### src/rtl/bus_slave_if_pkg.sv
// Shared constants for the bus slave: state encodings, bus polarity and word widths.
// The optional BUS_SLAVE_TIMEOUT_EN build uses sat_inc8 for the error counter.
package bus_slave_if_pkg;

    localparam int WORD_DATA_W = 32;
    localparam int WORD_ADDR_W = 30;
    localparam int ERR_CNT_W   = 8;
    localparam int TIMER_W     = 8;

    localparam logic [1:0] BUS_SLAVE_STATE_IDLE  = 2'd0;
    localparam logic [1:0] BUS_SLAVE_STATE_WAIT  = 2'd1;
    localparam logic [1:0] BUS_SLAVE_STATE_LOCAL = 2'd2;
    localparam logic [1:0] BUS_SLAVE_STATE_RESP  = 2'd3;

    // Bus strobes and ready are active low.
    localparam logic ENABLE_  = 1'b0;
    localparam logic DISABLE_ = 1'b1;
    localparam logic READ     = 1'b1;
    localparam logic WRITE    = 1'b0;

    typedef logic [WORD_DATA_W-1:0] word_data_t;
    typedef logic [WORD_ADDR_W-1:0] word_addr_t;

    function automatic logic [ERR_CNT_W-1:0] sat_inc8(input logic [ERR_CNT_W-1:0] v);
        return (v == {ERR_CNT_W{1'b1}}) ? v : v + 1'b1;
    endfunction

endpackage

### src/rtl/bus_slave_timer.sv
// Loadable down-counter with a zero flag; shared by the wait-state and timeout counts.
module bus_slave_timer
    import bus_slave_if_pkg::*;
#(
    parameter int W = TIMER_W
) (
    input  logic         clk,
    input  logic         reset,
    input  logic         load,
    input  logic         dec,
    input  logic [W-1:0] load_val,
    output logic         zero
);

    logic [W-1:0] count_q;
    logic [W-1:0] count_d;

    always_comb begin
        count_d = count_q;
        if (load) begin
            count_d = load_val;
        end else if (dec && (count_q != '0)) begin
            count_d = count_q - 1'b1;
        end
    end

    always_ff @(posedge clk) begin
        if (reset) begin
            count_q <= '0;
        end else begin
            count_q <= count_d;
        end
    end

    assign zero = (count_q == '0);

endmodule

### src/rtl/bus_slave_if.sv
// Bus responder: turns a strobed bus access into a local req/ack handshake and a rdy_ pulse.
// Define BUS_SLAVE_TIMEOUT_EN to abort unanswered local requests and count them in err_cnt.
module bus_slave_if
    import bus_slave_if_pkg::*;
#(
    parameter int LOC_AW   = 12,
    parameter int WAIT_MIN = 0,
    parameter int TIMEOUT  = 255
) (
    input  logic                   clk,
    input  logic                   reset,
    input  logic                   cs_,
    input  logic                   as_,
    input  logic                   rw,
    input  logic [WORD_ADDR_W-1:0] addr,
    input  logic [WORD_DATA_W-1:0] wr_data,
    output logic [WORD_DATA_W-1:0] rd_data,
    output logic                   rdy_,
    output logic                   loc_req,
    output logic                   loc_rw,
    output logic [LOC_AW-1:0]      loc_addr,
    output logic [WORD_DATA_W-1:0] loc_wr_data,
    input  logic                   loc_ack,
    input  logic [WORD_DATA_W-1:0] loc_rd_data,
    output logic [ERR_CNT_W-1:0]   err_cnt
);

    localparam logic [TIMER_W-1:0] WAIT_LOAD = TIMER_W'(WAIT_MIN - 1);
    localparam logic [TIMER_W-1:0] TMO_LOAD  = TIMER_W'(TIMEOUT - 1);

    logic [1:0]             state_q, state_d;
    logic                   rdy_q, rdy_d;
    logic [WORD_DATA_W-1:0] rd_data_q, rd_data_d;
    logic                   loc_req_q, loc_req_d;
    logic                   loc_rw_q, loc_rw_d;
    logic [LOC_AW-1:0]      loc_addr_q, loc_addr_d;
    logic [WORD_DATA_W-1:0] loc_wr_data_q, loc_wr_data_d;

    logic               timer_load;
    logic               timer_dec;
    logic [TIMER_W-1:0] timer_load_val;
    logic               timer_zero;

`ifdef BUS_SLAVE_TIMEOUT_EN
    logic [ERR_CNT_W-1:0] err_cnt_q, err_cnt_d;
`endif

    always_comb begin
        state_d        = state_q;
        rdy_d          = rdy_q;
        rd_data_d      = rd_data_q;
        loc_req_d      = loc_req_q;
        loc_rw_d       = loc_rw_q;
        loc_addr_d     = loc_addr_q;
        loc_wr_data_d  = loc_wr_data_q;
        timer_load     = 1'b0;
        timer_dec      = 1'b0;
        timer_load_val = TMO_LOAD;
`ifdef BUS_SLAVE_TIMEOUT_EN
        err_cnt_d      = err_cnt_q;
`endif
        case (state_q)
            BUS_SLAVE_STATE_IDLE: begin
                if ((cs_ == ENABLE_) && (as_ == ENABLE_)) begin
                    loc_rw_d      = rw;
                    loc_addr_d    = addr[LOC_AW-1:0];
                    loc_wr_data_d = wr_data;
                    timer_load    = 1'b1;
                    if (WAIT_MIN > 0) begin
                        state_d        = BUS_SLAVE_STATE_WAIT;
                        timer_load_val = WAIT_LOAD;
                    end else begin
                        state_d   = BUS_SLAVE_STATE_LOCAL;
                        loc_req_d = 1'b1;
                    end
                end
            end
            BUS_SLAVE_STATE_WAIT: begin
                // Entering LOCAL reloads the same timer for the ack timeout.
                if (timer_zero) begin
                    state_d    = BUS_SLAVE_STATE_LOCAL;
                    loc_req_d  = 1'b1;
                    timer_load = 1'b1;
                end else begin
                    timer_dec = 1'b1;
                end
            end
            BUS_SLAVE_STATE_LOCAL: begin
                if (loc_ack) begin
                    loc_req_d = 1'b0;
                    rd_data_d = (loc_rw_q == READ) ? loc_rd_data : '0;
                    rdy_d     = ENABLE_;
                    state_d   = BUS_SLAVE_STATE_RESP;
                end
`ifdef BUS_SLAVE_TIMEOUT_EN
                else if (timer_zero) begin
                    loc_req_d = 1'b0;
                    rd_data_d = '0;
                    rdy_d     = ENABLE_;
                    state_d   = BUS_SLAVE_STATE_RESP;
                    err_cnt_d = sat_inc8(err_cnt_q);
                end else begin
                    timer_dec = 1'b1;
                end
`endif
            end
            BUS_SLAVE_STATE_RESP: begin
                rdy_d     = DISABLE_;
                rd_data_d = '0;
                state_d   = BUS_SLAVE_STATE_IDLE;
            end
            default: begin
                state_d = BUS_SLAVE_STATE_IDLE;
            end
        endcase
    end

    always_ff @(posedge clk) begin
        if (reset) begin
            state_q       <= BUS_SLAVE_STATE_IDLE;
            rdy_q         <= DISABLE_;
            rd_data_q     <= '0;
            loc_req_q     <= 1'b0;
            loc_rw_q      <= READ;
            loc_addr_q    <= '0;
            loc_wr_data_q <= '0;
        end else begin
            state_q       <= state_d;
            rdy_q         <= rdy_d;
            rd_data_q     <= rd_data_d;
            loc_req_q     <= loc_req_d;
            loc_rw_q      <= loc_rw_d;
            loc_addr_q    <= loc_addr_d;
            loc_wr_data_q <= loc_wr_data_d;
        end
    end

`ifdef BUS_SLAVE_TIMEOUT_EN
    always_ff @(posedge clk) begin
        if (reset) begin
            err_cnt_q <= '0;
        end else begin
            err_cnt_q <= err_cnt_d;
        end
    end
    assign err_cnt = err_cnt_q;
`else
    assign err_cnt = '0;
`endif

    bus_slave_timer #(.W(TIMER_W)) u_timer (
        .clk      (clk),
        .reset    (reset),
        .load     (timer_load),
        .dec      (timer_dec),
        .load_val (timer_load_val),
        .zero     (timer_zero)
    );

    // Upper address bits select the slave in the decoder and are not needed here.
    generate
        if (LOC_AW < WORD_ADDR_W) begin : g_addr_hi
            logic unused_addr_hi;
            assign unused_addr_hi = ^addr[WORD_ADDR_W-1:LOC_AW];
        end
    endgenerate

    assign rdy_        = rdy_q;
    assign rd_data     = rd_data_q;
    assign loc_req     = loc_req_q;
    assign loc_rw      = loc_rw_q;
    assign loc_addr    = loc_addr_q;
    assign loc_wr_data = loc_wr_data_q;

endmodule

### config.mk
export PLATFORM = sky130hd
export DESIGN_NAME = bus_slave_if
export DESIGN_NICKNAME = d
export VERILOG_FILES = /design/src/rtl/bus_slave_if_pkg.sv /design/src/rtl/bus_slave_timer.sv /design/src/rtl/bus_slave_if.sv
export SDC_FILE = /design/constraint.sdc
export NUM_CORES = 1
export LEC_CHECK = 0
export ABC_AREA = 1
export CORE_MARGIN = 1.5
export CORE_UTILIZATION = 44
export CTS_BUF_LIST = sky130_fd_sc_hd__clkbuf_8
export CTS_CLUSTER_SIZE = 25
export DETAILED_ROUTE_END_ITERATION = 10
export GPL_ROUTABILITY_DRIVEN = 0
export PLACE_DENSITY = 0.87
export SYNTH_ARGS = -nofsm -noshare
export SYNTH_HDL_FRONTEND = slang
export SYNTH_HIERARCHICAL = 1
export SYNTH_SLANG_ARGS = --single-unit
export TNS_END_PERCENT = 30
### constraint.sdc
create_clock -name clk -period 3 [get_ports clk]
set_clock_uncertainty 0.2 [all_clocks]
set_input_delay 0.6 -clock clk [delete_from_list [all_inputs] [get_ports clk]]
set_output_delay 0.6 -clock clk [all_outputs]
set_load 0.02 [all_outputs]
==> results.json <==
{
  "run_status": "finished, final reports clean",
  "timing.critical_path.required_ns": 3.08,
  "syn-mean-instance-area_um2": 7.605,
  "layout-area-overhead-vs-synth_pct": 50.20,
  "synthMostInstantiatedCell": "sky130_fd_sc_hd__dfxtp_1",
  "timing.fmax_ghz": 0.4447,
  "r2r-end": "u_timer/count_q[7]",
  "drt-pass1-iter-count": 4,
  "worstPathCellList": "clkdlybuf4s50_1 > inv_1 > nand3_4 > o21ai_0 > buf_4 > inv_2 > nand3_1 > nor2_1 > nor2_1 > nor2_1",
  "vias": 3745,
  "setup.worst_path.start": "as_",
  "io_pins": 187,
  "reg2reg_depth": 12,
  "layout-drive-gt1-share_pct": 5.736,
  "layout.core_utilization_pct": 67.91,
  "routed_wire_length_per_instance_um": 12.98,
  "critical_path.max_stage_delay_ns": 0.45,
  "slew_headroom_pct": 60.71,
  "worst_setup_path_start_kind": "primary input",
  "fin_hold_ws_ns": 0.2444,
  "reg2reg_setup_slack_ns": 0.82,
  "shortest_period_the_worst_path_allows_ns": 2.249,
  "grt_antenna_before_repair": 0,
  "worst-slew-pin-transition_ns": 0.5872,
  "first_pass_grt_wire_length_um": 15220,
  "cts_num_sinks": 89,
  "post_synth_num_cell_types": 27,
  "start_util_pct": 45.21,
  "post_cts.resized_instances": 0,
  "grt_setup_unrepaired": "no",
  "synth_enable_flop_cells": 0,
  "pwr_density_cell_nw_per_um2": 608.9,
  "design.die.area_um2": 8959,
  "worstReg2RegStart": "u_timer/count_q[0]",
  "worst_min_path_class": "flop to flop",
  "core_area_um2": 8175,
  "critical-path-top-cell-by-count": "sky130_fd_sc_hd__nor2_1",
  "async_reset_ff_share_pct": 0,
  "die-width_um": 94.65,
  "cts_buffers": 9,
  "remaining_number_of_nets_flagged_by_the_antenna_check_after_routing": 0,
  "crit_path_max_fanout": 30,
  "die_height_um": 94.65,
  "hold-path-cell-count": 2,
  "final_hold_viol_count": 0,
  "remaining_drc_errors": 0,
  "cp_num_buf_inv": 4,
  "cap_violations": 0,
  "post_synth_instance_area_um2": 3696,
  "finalCritPeriodShare_pct": 74.96,
  "yosysSeqAreaShare_pct": 48.21,
  "p_leak_nw": 2.194,
  "final_max_slew_viol_count": 0,
  "leading_post_synthesis_cells_by_cell_area": "sky130_fd_sc_hd__dfxtp_1 (48%), sky130_fd_sc_hd__a21oi_1 (11%), sky130_fd_sc_hd__nand3_1 (6.8%)",
  "grt_pass1_vias": 3530,
  "setup_violations": 0,
  "timing.setup.critical_path_class": "primary input to flop",
  "worstSetupEndpointType": "flop",
  "grt-ovfl-total": 0,
  "yosys.area.top_type_share_pct": 48.21,
  "floorplan.rows": 33,
  "cpMaxStageDelayCell": "sky130_fd_sc_hd__clkdlybuf4s50_1",
  "clock-root-buffer": "sky130_fd_sc_hd__clkbuf_8",
  "grt_start_max_net_pins": 62,
  "vdd_ir_drop_max_mv": 0.3261,
  "tritoncts": "yes",
  "synth_top_cell_by_area": "sky130_fd_sc_hd__dfxtp_1",
  "timing.critical_path.to": "u_timer/count_q[7]",
  "worst-endpoint-arrival_ns": 2.33,
  "ys.warnings.count": 6,
  "first_iter_violations": 150,
  "vias_per_cell": 4.993,
  "grt.total_usage_pct": 21.14,
  "fin_tns_setup_ns": 0,
  "critical-path-top-delay-family": "buffers and inverters",
  "htree_levels": 3,
  "worstSetupPathDepth": 10,
  "synth_seq_cells": 89,
  "number_of_antenna_diodes": 0,
  "holdBufCountCts": 0,
  "place.port_buffers": 160,
  "detail_route.wirelength_um": 9733,
  "synth_ff_type": "sky130_fd_sc_hd__dfxtp_1",
  "postCtsSetupRepairBufs": 0,
  "clock_path_buffers": 2,
  "synth_commonest_cells": "sky130_fd_sc_hd__dfxtp_1 (89), sky130_fd_sc_hd__a21oi_1 (82), sky130_fd_sc_hd__inv_1 (66)",
  "hpwlAfterDp_um": 7081,
  "synthCells": 486,
  "clock_latency_ns": 0.34,
  "clk_pin_slew_ns": 0.08,
  "final_nets": 743
}
how the worst min path moves through the flow:
stage                       startpoint            endpoint  slack [ns]
floorplan           u_timer/count_q[0]  u_timer/count_q[0]        0.27
global placement       loc_wr_data[14]     loc_wr_data[14]        0.23
detailed placement         loc_addr[2]         loc_addr[2]        0.24
CTS                     loc_wr_data[2]      loc_wr_data[2]        0.25
global route               loc_addr[0]         loc_addr[0]        0.27
finish                  loc_wr_data[2]      loc_wr_data[2]        0.24
placed cells by master, fill, tap and decap left out, drive strengths merged:
cell / synthesis / routed
inv: 69 / 70
dfxtp: 89 / 89
clkinv: 1 / 2
a21oi: 82 / 82
nand4: 3 / 3
ha: 2 / 2
nor3: 33 / 33
clkdlybuf4s50: 0 / 160
nand2: 46 / 46
buf: 26 / 8
clkinvlp: 0 / 2
bufinv: 0 / 2
clkbuf: 12 / 9
nand3: 51 / 51
nand3b: 1 / 1
nor2: 18 / 18
conb: 2 / 16
o21ai: 50 / 50
xnor2: 1 / 1
where the power goes:
part	internal, W	switching (W)	leakage (nW)	total [W]
registers	0.00133	0.0000922	0.732	0.00143
clock network	0.000469	0.000418	0.102	0.000887
logic	0.000496	0.000571	1.36	0.00107
total	0.00230	0.00108	2.19	0.00338
logic make-up (layout without fill, tap and decap cells):
family	after synthesis	in the layout	synth area share, %
AOI/OAI and AO/OA	132	132	17.87
other	2	16	0.2032
buffers and inverters	108	253	12.73
xor gates and xnor gates	1	1	0.2370
and+or+nand+nor	152	152	20.07
adders and majority gates	2	2	0.6769
DFF	89	89	48.21
area by class of cell:
cell class                      count  area [µm²]
Fill cell                         661        2624
Sequential cell                    89        1782
Timing Repair Buffer              168        1662
Multi-Input combinational cell    303        1496
Inverter                           70       264.0
Tap cell                          105       131.4
Clock buffer                        9       123.9
Clock inverter                      6       92.59
sequential cells by signal (all words and copies together), names as in the netlist:
name             cells
loc_req              1
loc_addr            12
rd_data             32
rdy_                 1
state_q              2
loc_rw               1
loc_wr_data         32
u_timer/count_q      8
metrics by stage:
step / setup WS (ns) / area (µm²) / cells / total power (W)
2_1_floorplan: 0.9167 / 3749 / 500 / 0.002063
3_3_place_gp: 0.4856 / 5335 / 735 / 0.002480
3_5_place_dp: 0.4260 / 5335 / 735 / 0.002520
4_1_cts: 0.7839 / 5552 / 750 / 0.003409
5_1_grt: 0.6289 / 5552 / 750 / 0.003579
6_report: 0.7511 / 5552 / 750 / 0.003380
worst min-delay path, cell delays in order (launching register included):
cell and delay [ns]:
sky130_fd_sc_hd__dfxtp_1 0.31, sky130_fd_sc_hd__inv_1 0.05, sky130_fd_sc_hd__a21oi_1 0.05
per-layer routing:
layer	share of wire [%]	vias to the layer above	global-route usage, %	routed length [µm]
met3	10	17	7.890	1020
met1	39	1698	21.59	3751
li1	-	1878	-	-
met2	49	152	38.51	4755
met5	0	-	0	0
met4	2.1	0	8.582	206
(Power assumes the default switching activity.)
